**config.mk**
```make
export PLATFORM = sky130hd
export DESIGN_NAME = mdu_seq
export DESIGN_NICKNAME = d
export VERILOG_FILES = /design/src/rtl/mdu_seq.sv
export SDC_FILE = /design/constraint.sdc
export NUM_CORES = 1
export LEC_CHECK = 0
export ABC_CLOCK_PERIOD_IN_PS = 4170
export CAP_MARGIN = 20
export CORE_MARGIN = 4
export CORE_UTILIZATION = 35
export DETAILED_ROUTE_END_ITERATION = 12
export SKIP_CTS_REPAIR_TIMING = 1
export SYNTH_ARGS = -nofsm -noshare
export SYNTH_HDL_FRONTEND = slang
export SYNTH_SLANG_ARGS = --single-unit
```
**constraint.sdc**
```tcl
create_clock -name clk -period 4.17 [get_ports clk]
set_input_delay 0.6255 -clock clk [delete_from_list [all_inputs] [get_ports clk]]
set_output_delay 0.6255 -clock clk [all_outputs]
set_load 0.02 [all_outputs]
```
**src/rtl/mdu_seq.sv**
```systemverilog
// Iterative RV M-extension multiply/divide unit beside the EXE-stage ALU.
// It stalls EXE through exe_hazard and presents one result per accepted op.
module mdu_seq #(
  parameter int XLEN = 32
) (
  input  logic            clk,
  input  logic            rstn,
  input  logic            req,
  input  logic [2:0]      op,
  input  logic [XLEN-1:0] src1,
  input  logic [XLEN-1:0] src2,
  input  logic            exe_stall,
  input  logic            abort,
  output logic            exe_hazard,
  output logic [XLEN-1:0] res,
  output logic            res_valid
);

  // state | meaning
  // IDLE  | waiting for an M-op in EXE
  // BUSY  | one shift-add / restoring-divide step per cycle
  // DONE  | result presented, held while EXE is stalled
  typedef enum logic [1:0] {IDLE, BUSY, DONE} state_t;

  localparam int CW = $clog2(XLEN + 1);

  state_t            state, state_nx;
  logic [CW-1:0]     cnt;
  logic [XLEN-1:0]   hi, lo, b_q;
  logic [2:0]        op_q;
  logic              neg_q;

  logic              s1_signed, s2_signed, is_div, a_neg, b_neg, neg_in;
  logic              div_zero, div_ovf, accept;
  logic [XLEN-1:0]   a_abs, b_abs;
  logic [XLEN:0]     mul_sum, div_shift, div_diff;
  logic [2*XLEN-1:0] prod_c;
  logic [XLEN-1:0]   quo_c, rem_c;

  always_comb begin
    is_div    = op[2];
    s1_signed = (op == 3'd1) || (op == 3'd2) || (op == 3'd4) || (op == 3'd6);
    s2_signed = (op == 3'd1) || (op == 3'd4) || (op == 3'd6);
    a_neg     = s1_signed & src1[XLEN-1];
    b_neg     = s2_signed & src2[XLEN-1];
    a_abs     = a_neg ? -src1 : src1;
    b_abs     = b_neg ? -src2 : src2;
    // remainder sign follows the dividend, everything else the sign XOR
    neg_in    = (is_div & op[1]) ? a_neg : (a_neg ^ b_neg);
    div_zero  = is_div & (src2 == '0);
    div_ovf   = is_div & ~op[0] & (src1 == {1'b1, {(XLEN-1){1'b0}}}) & (&src2);
    accept    = (state == IDLE) & req & ~abort;
  end

  always_comb begin
    mul_sum   = {1'b0, hi} + (lo[0] ? {1'b0, b_q} : '0);
    div_shift = {hi, lo[XLEN-1]};
    div_diff  = div_shift - {1'b0, b_q};
  end

  always_comb begin
    state_nx = state;
    case (state)
      IDLE: if (req) state_nx = (div_zero | div_ovf) ? DONE : BUSY;
      BUSY: begin
        if (!req)                  state_nx = IDLE;
        else if (cnt == CW'(1))    state_nx = DONE;
      end
      DONE: if (!exe_stall) state_nx = IDLE;
      default: state_nx = IDLE;
    endcase
    if (abort) state_nx = IDLE;
  end

  always_ff @(posedge clk or negedge rstn) begin
    if (!rstn) state <= IDLE;
    else       state <= state_nx;
  end

  always_ff @(posedge clk or negedge rstn) begin
    if (!rstn) begin
      cnt   <= '0;
      hi    <= '0;
      lo    <= '0;
      b_q   <= '0;
      op_q  <= '0;
      neg_q <= 1'b0;
    end else if (accept) begin
      op_q <= op;
      b_q  <= b_abs;
      cnt  <= CW'(XLEN);
      // special divide cases are preloaded as final, already-signed values
      if (div_zero) begin
        hi    <= src1;
        lo    <= '1;
        neg_q <= 1'b0;
      end else if (div_ovf) begin
        hi    <= '0;
        lo    <= src1;
        neg_q <= 1'b0;
      end else begin
        hi    <= '0;
        lo    <= a_abs;
        neg_q <= neg_in;
      end
    end else if (state == BUSY) begin
      cnt <= cnt - CW'(1);
      if (op_q[2]) begin
        if (!div_diff[XLEN]) begin
          hi <= div_diff[XLEN-1:0];
          lo <= {lo[XLEN-2:0], 1'b1};
        end else begin
          hi <= div_shift[XLEN-1:0];
          lo <= {lo[XLEN-2:0], 1'b0};
        end
      end else begin
        hi <= mul_sum[XLEN:1];
        lo <= {mul_sum[0], lo[XLEN-1:1]};
      end
    end
  end

  always_comb begin
    prod_c     = neg_q ? -{hi, lo} : {hi, lo};
    quo_c      = neg_q ? -lo : lo;
    rem_c      = neg_q ? -hi : hi;
    exe_hazard = req & ~abort & (state != DONE);
    res        = '0;
    res_valid  = 1'b0;
    if (state == DONE) begin
      res_valid = 1'b1;
      case (op_q)
        3'd0:             res = prod_c[XLEN-1:0];
        3'd1, 3'd2, 3'd3: res = prod_c[2*XLEN-1:XLEN];
        3'd4, 3'd5:       res = quo_c;
        default:          res = rem_c;
      endcase
    end
  end

endmodule

```
======== After elaboration in Yosys (flattened, before gate mapping) ========
Cells that the tools add are included.
storage, ports and cells
  register bits ........................... 108
  input port bits ......................... 72
  logic and storage cells ................. 92
cells by class
  $add $sub $neg .......................... 8
  equality and inequality tests ........... 17
  mux-type cells .......................... 32
  bitwise operators ....................... 15
  reductions and logical operators ........ 13
operators with widths
  operator                                             number
  two-way mux 32 bit                                   16
  negator 32 bit                                       4
  case mux 32 bit (3 select lines)                     1
  two-way mux 64 bit                                   1
  negator 64 bit                                       1
  adder 32 x 32 -> 33 bit                              1
  subtractor 33 x 32 -> 33 bit                         1
  equality test 32 bit, second input constant          1
  zero test 32 bit                                     1
  AND reduction 32 bit                                 1
  equality test 3 bit, second input constant           4
  two-way mux 2 bit                                    6
  two-way mux 6 bit                                    2
  bitwise AND 1 bit                                    11
  equality test 3 x 2 -> 1 bit, second input constant  3
  equality test 3 x 1 -> 1 bit, second input constant  2
  equality test 6 x 1 -> 1 bit, second input constant  1
  inequality test 3 bit, second input constant         2
  case mux 2 bit (3 select lines)                      1
  subtractor 6 x 1 -> 6 bit, second input constant     1
  logical OR 1 bit                                     5
  two-way mux 1 bit                                    5
  inequality test 4 bit, second input constant         1
  zero test 3 bit                                      1
  other kinds (11)                                     12

======== Depth between registers and ports, before layout ========
  depth in word-level cells ............... 9
  gate-level depth with buffers ........... 14
  mapped depth without buffers ............ 12

======== Worst setup path after synthesis ========
OpenSTA, ideal clock, no wires.
  path type ............................... register -> output
  start point ............................. register lo[6]
  end point ............................... output port res[19]
  arrival time ............................ 3.206 ns
  required time ........................... 3.544 ns
  path slack .............................. 0.338 ns
  cell stages (with the launch flop) ...... 10
  buffers on the path ..................... 1
  cell sequence ........................... dfrtp_1 > or4_4 > or4_4 > or3_1 > buf_2 > or2_4 > o21ai_2 > nand2_1 > xnor2_1 > a221oi_1
between the ends
  longest elaborated chain between the ends .. 4
  elaborated cells on any way between the ends .. 6
  classes of those cells .................. 2 x add/sub; 4 x mux
ends and longest elaborated chain
  item                                                             RTL line  text
  from (decl)                                                      29        logic [XLEN-1:0] hi, lo, b_q;
  from (signal assigned)                                           99        lo <= src1;
  from (signal assigned)                                           103       lo <= a_abs;
  from (signal assigned)                                           111       lo <= {lo[XLEN-2:0], 1'b1};
  negator 64 bit / negator 32 bit (equally long branches)          124, 125
  two-way mux 64 bit / two-way mux 32 bit (equally long branches)  124, 125
  case mux 32 bit (3 select lines) (*)                             132       case (op_q)
  two-way mux 32 bit (*)                                           130       if (state == DONE) begin
  to (decl)                                                        15        output logic [XLEN-1:0] res,
Every way passes the cells marked *; elsewhere a longest branch is shown, timed or not.

======== Worst setup path after layout ========
  start point ............................. register lo[6]
  end point ............................... output port res[25]
Same word-level chain as after synthesis.

==> metrics.md <==
| Metric | Value |
|---|---|
| Status | `finished with violations` |
| Failing checks | `negative setup slack` |
| CP peak stage delay | `~560 ps` |
| Fin crit share | `101%` |
| CP required | `~3500 ps` |
| Die span in y | `approximately 200 um` |
| Die area | `between 30000 and 40000 um2` |
| Vias/cell | `around 6.0` |
| CP arrival | `roughly 3600 ps` |
| Longest Clk Path Bufs | `2` |
| CP Class | `flop to primary output` |
| Overall Power | `slightly below 0.01 W` |
| Post-DRT Antenna Nets | `0` |
| CTS H-Tree Depth | `3` |
| CTS tree | `done` |
| FMAX | `around 240 MHz` |
| Global route total overflow | `0` |
| I/O pin count | `about 110` |
| CP max stage cell | `or4_4` |
| Synthesized area | `12700 um2` |
| CTS root buf | `clkbuf_16` |
| Final Max Tran Viols | `0` |
| Fin Clk Skew | `between 9 and 10 ps` |
| Share of the synthesized area in the top cell type | `21.3%` |
| DR iter-0 viols | `1361` |
| Worst-path cell chain | `or4_4, or4_4, or3_4, or2_4, buf_4, buf_4, o21ai_4, nand2_1, xor2_1, a21oi_1, nor2_1, buf_4` |
| DIE WIDTH | `198 um` |
| Worst min-delay path category | `input pin to async pin` |
| CORE AREA | `35700 um2` |
| Synthesized net count | `~1900` |
| Worst R2R End | `hi[28]` |
| Final GP Congestion | `between 1 and 1.5` |
| Unrepaired setup endpoints after global routing | `yes` |
| Min cycle time layout | `~4200 ps` |
| CP max FO | `10` |
| Fill cells | `about 3700` |
| Placed cell count | `around 2300` |
| Slew HR | `around a quarter` |
| Synth Flop Type | `dfrtp_1` |
| Vias in the first global route | `around 13000` |
| Row count | `69` |
| TritonCTS buffer count | `9` |
| Diodes inserted | `0` |
| Hold slack | `331 ps` |
| Post-Layout Cell Count | `2340` |
| TritonRoute pass-1 iters | `6` |
| Final hold viol count | `0` |
| Yosys cell types | `76` |
| Crit. End Element | `primary output` |
| YS warnings | `0` |
| Layout cell share with drive strength beyond 1 | `between 10% and 20%` |
| Initial antenna violation count | `0` |
| Largest cells by area after synthesis | `dfrtp_1 (21%), ha_1 (7.0%), a21oi_1 (6.2%)` |
| Commonest non-fill, non-tap cell in the layout | `nand2_1` |
| Most frequent cell on the critical path | `buf_4` |
| First-pass GRT wire length | `slightly below 80000 um` |
| Async SR Flop Fraction | `100%` |
| Sink Count | `around 110` |
| Cell Pwr Density | `roughly 650 nW/um2` |
| Layout area overhead | `21.1%` |
| Clock-pin slew on the worst setup and hold paths | `approximately 80 ps` |
| Via count | `14100` |
| Residual DRC count | `0` |
| FF-to-FF Start | `b_q[0]` |
| Port Buffers | `between 100 and 150` |
| Synthesized netlist cell count | `between 1500 and 2000` |
| Avg Synthesized Cell Area | `7.34 um2` |
| Clk Latency, worst-skew pair | `~380 ps` |
| Seq/Total Area, Yosys | `roughly a fifth` |
| Startpoint types | `flop` |
| HPWL after DPL | `a little over 40000 um` |
| GRT Util Overall | `25.6%` |
| Crit path setup slack, layout | `-26.2 ps` |
| Util after Layout | `~43%` |
| Initial Utilization | `between 30% and 40%` |
| Dominant cell type by area after synthesis | `dfrtp_1` |
| Final wirelength | `just over 50000 um` |
| Post-DR wirelength/cell | `22.1 um` |
| Worst r2r path cells | `14` |
| Worst Max-Slew Pin Slew | `between 1000 and 1500 ps` |
| Post-synth EDFFs | `0` |
| Largest net degree at the start of global routing | `64` |
| Most frequent cells in the layout | `nand2_1 (191), a21oi_1 (156), nor2_1 (154), o21ai_0 (151), buf_4 (140)` |
| Leakage | `6.65 nW` |
| Number of max-cap violations | `0` |
| Final net count | `2019` |
| R2R Setup Slk | `approximately 280 ps` |
| Worst VDD drop | `0.265 mV` |
| Synthesized flop and latch total | `roughly 110` |
| Final setup fails | `1` |
synth_stat cells (16+ instances only):
master,number
inv_1,68
a21oi_1,158
o221ai_1,17
a211oi_1,57
or4_1,16
clkbuf_1,93
nor4_1,23
nor3_1,34
or3_1,23
o21ai_0,153
o41ai_1,20
o31ai_1,39
nand3_1,18
mux2i_1,43
dfrtp_1,108
a21o_1,23
nand2_1,193
nand4_1,22
nand2b_1,20
ha_1,71
xor2_1,87
xnor2_1,80
nor2_1,154
layer usage:
| metal | part of all wire, % | track usage, % |
|---|---|---|
| met5 | 0 | 0 |
| met4 | 3.9 | 10.5 |
| met3 | 6.0 | 3.12 |
| met2 | 46 | 41.4 |
| met1 | 44 | 35.0 |
metrics by stage:
step	setup TNS, ps	setup WS (ps)	area (um2)
CTS	-8540	-410	15300
global route	-334	-129	15400
detailed placement	0	18.5	15000
floorplan	0	338	12700
finish	-26.2	-26.2	15400
global placement	0	46.8	15000
report_power, final:
| part | internal [W] | switching (W) | leakage [nW] |
|---|---|---|---|
| sequential | 0.00137 | 0.000363 | 1.31 |
| clock | 0.000427 | 0.000443 | 0.130 |
| combinational | 0.00291 | 0.00442 | 5.21 |
cells by family (layout without fill, tap and decap cells):
group	count (synthesis)	count (layout)	share of synthesized area, %
compound gates	597	597	30.0
xor+xnor	167	167	11.5
fa+ha+maj	73	73	7.31
buf+inv	180	329	5.45
flops	108	108	21.3
mux	46	46	3.66
simple gates	559	559	20.8
flip-flops by register name, summed over array words and instances (netlist names):
signal and cells:
neg_q 1, lo 32, state 2, hi 32, b_q 32, op_q 3
cnt 6
area by class of cell:
cell class              count  area, um2  area share (%)
clock buffers              12        246            1.60
multi-input cells        1442       9410            61.2
clock inverters             4       32.5           0.212
inverters                  69        259            1.68
repair buffers            244       2150            14.0
flip-flops and latches    108       2710            17.6
well taps                 461        577            3.75
how the worst max path moves through the flow:
stage	from	to	slack (ps)
2_1_floorplan	lo[6]	res[19]	340
3_3_place_gp	lo[6]	res[24]	50
5_1_grt	lo[6]	res[25]	-130
3_5_place_dp	lo[6]	res[8]	20
6_report	lo[6]	res[25]	-30
4_1_cts	lo[6]	res[28]	-410
critical path: cells and delay by family, from the launching register on:
family / cells / cell delay (ps)
XOR/XNOR: 1 / 180
buffers and inverters: 3 / 460
AND/OR/NAND/NOR: 6 / 1900
flip-flops: 1 / 380
AO/OA/AOI/OAI: 2 / 270
Power figures use the tool's default switching activity.
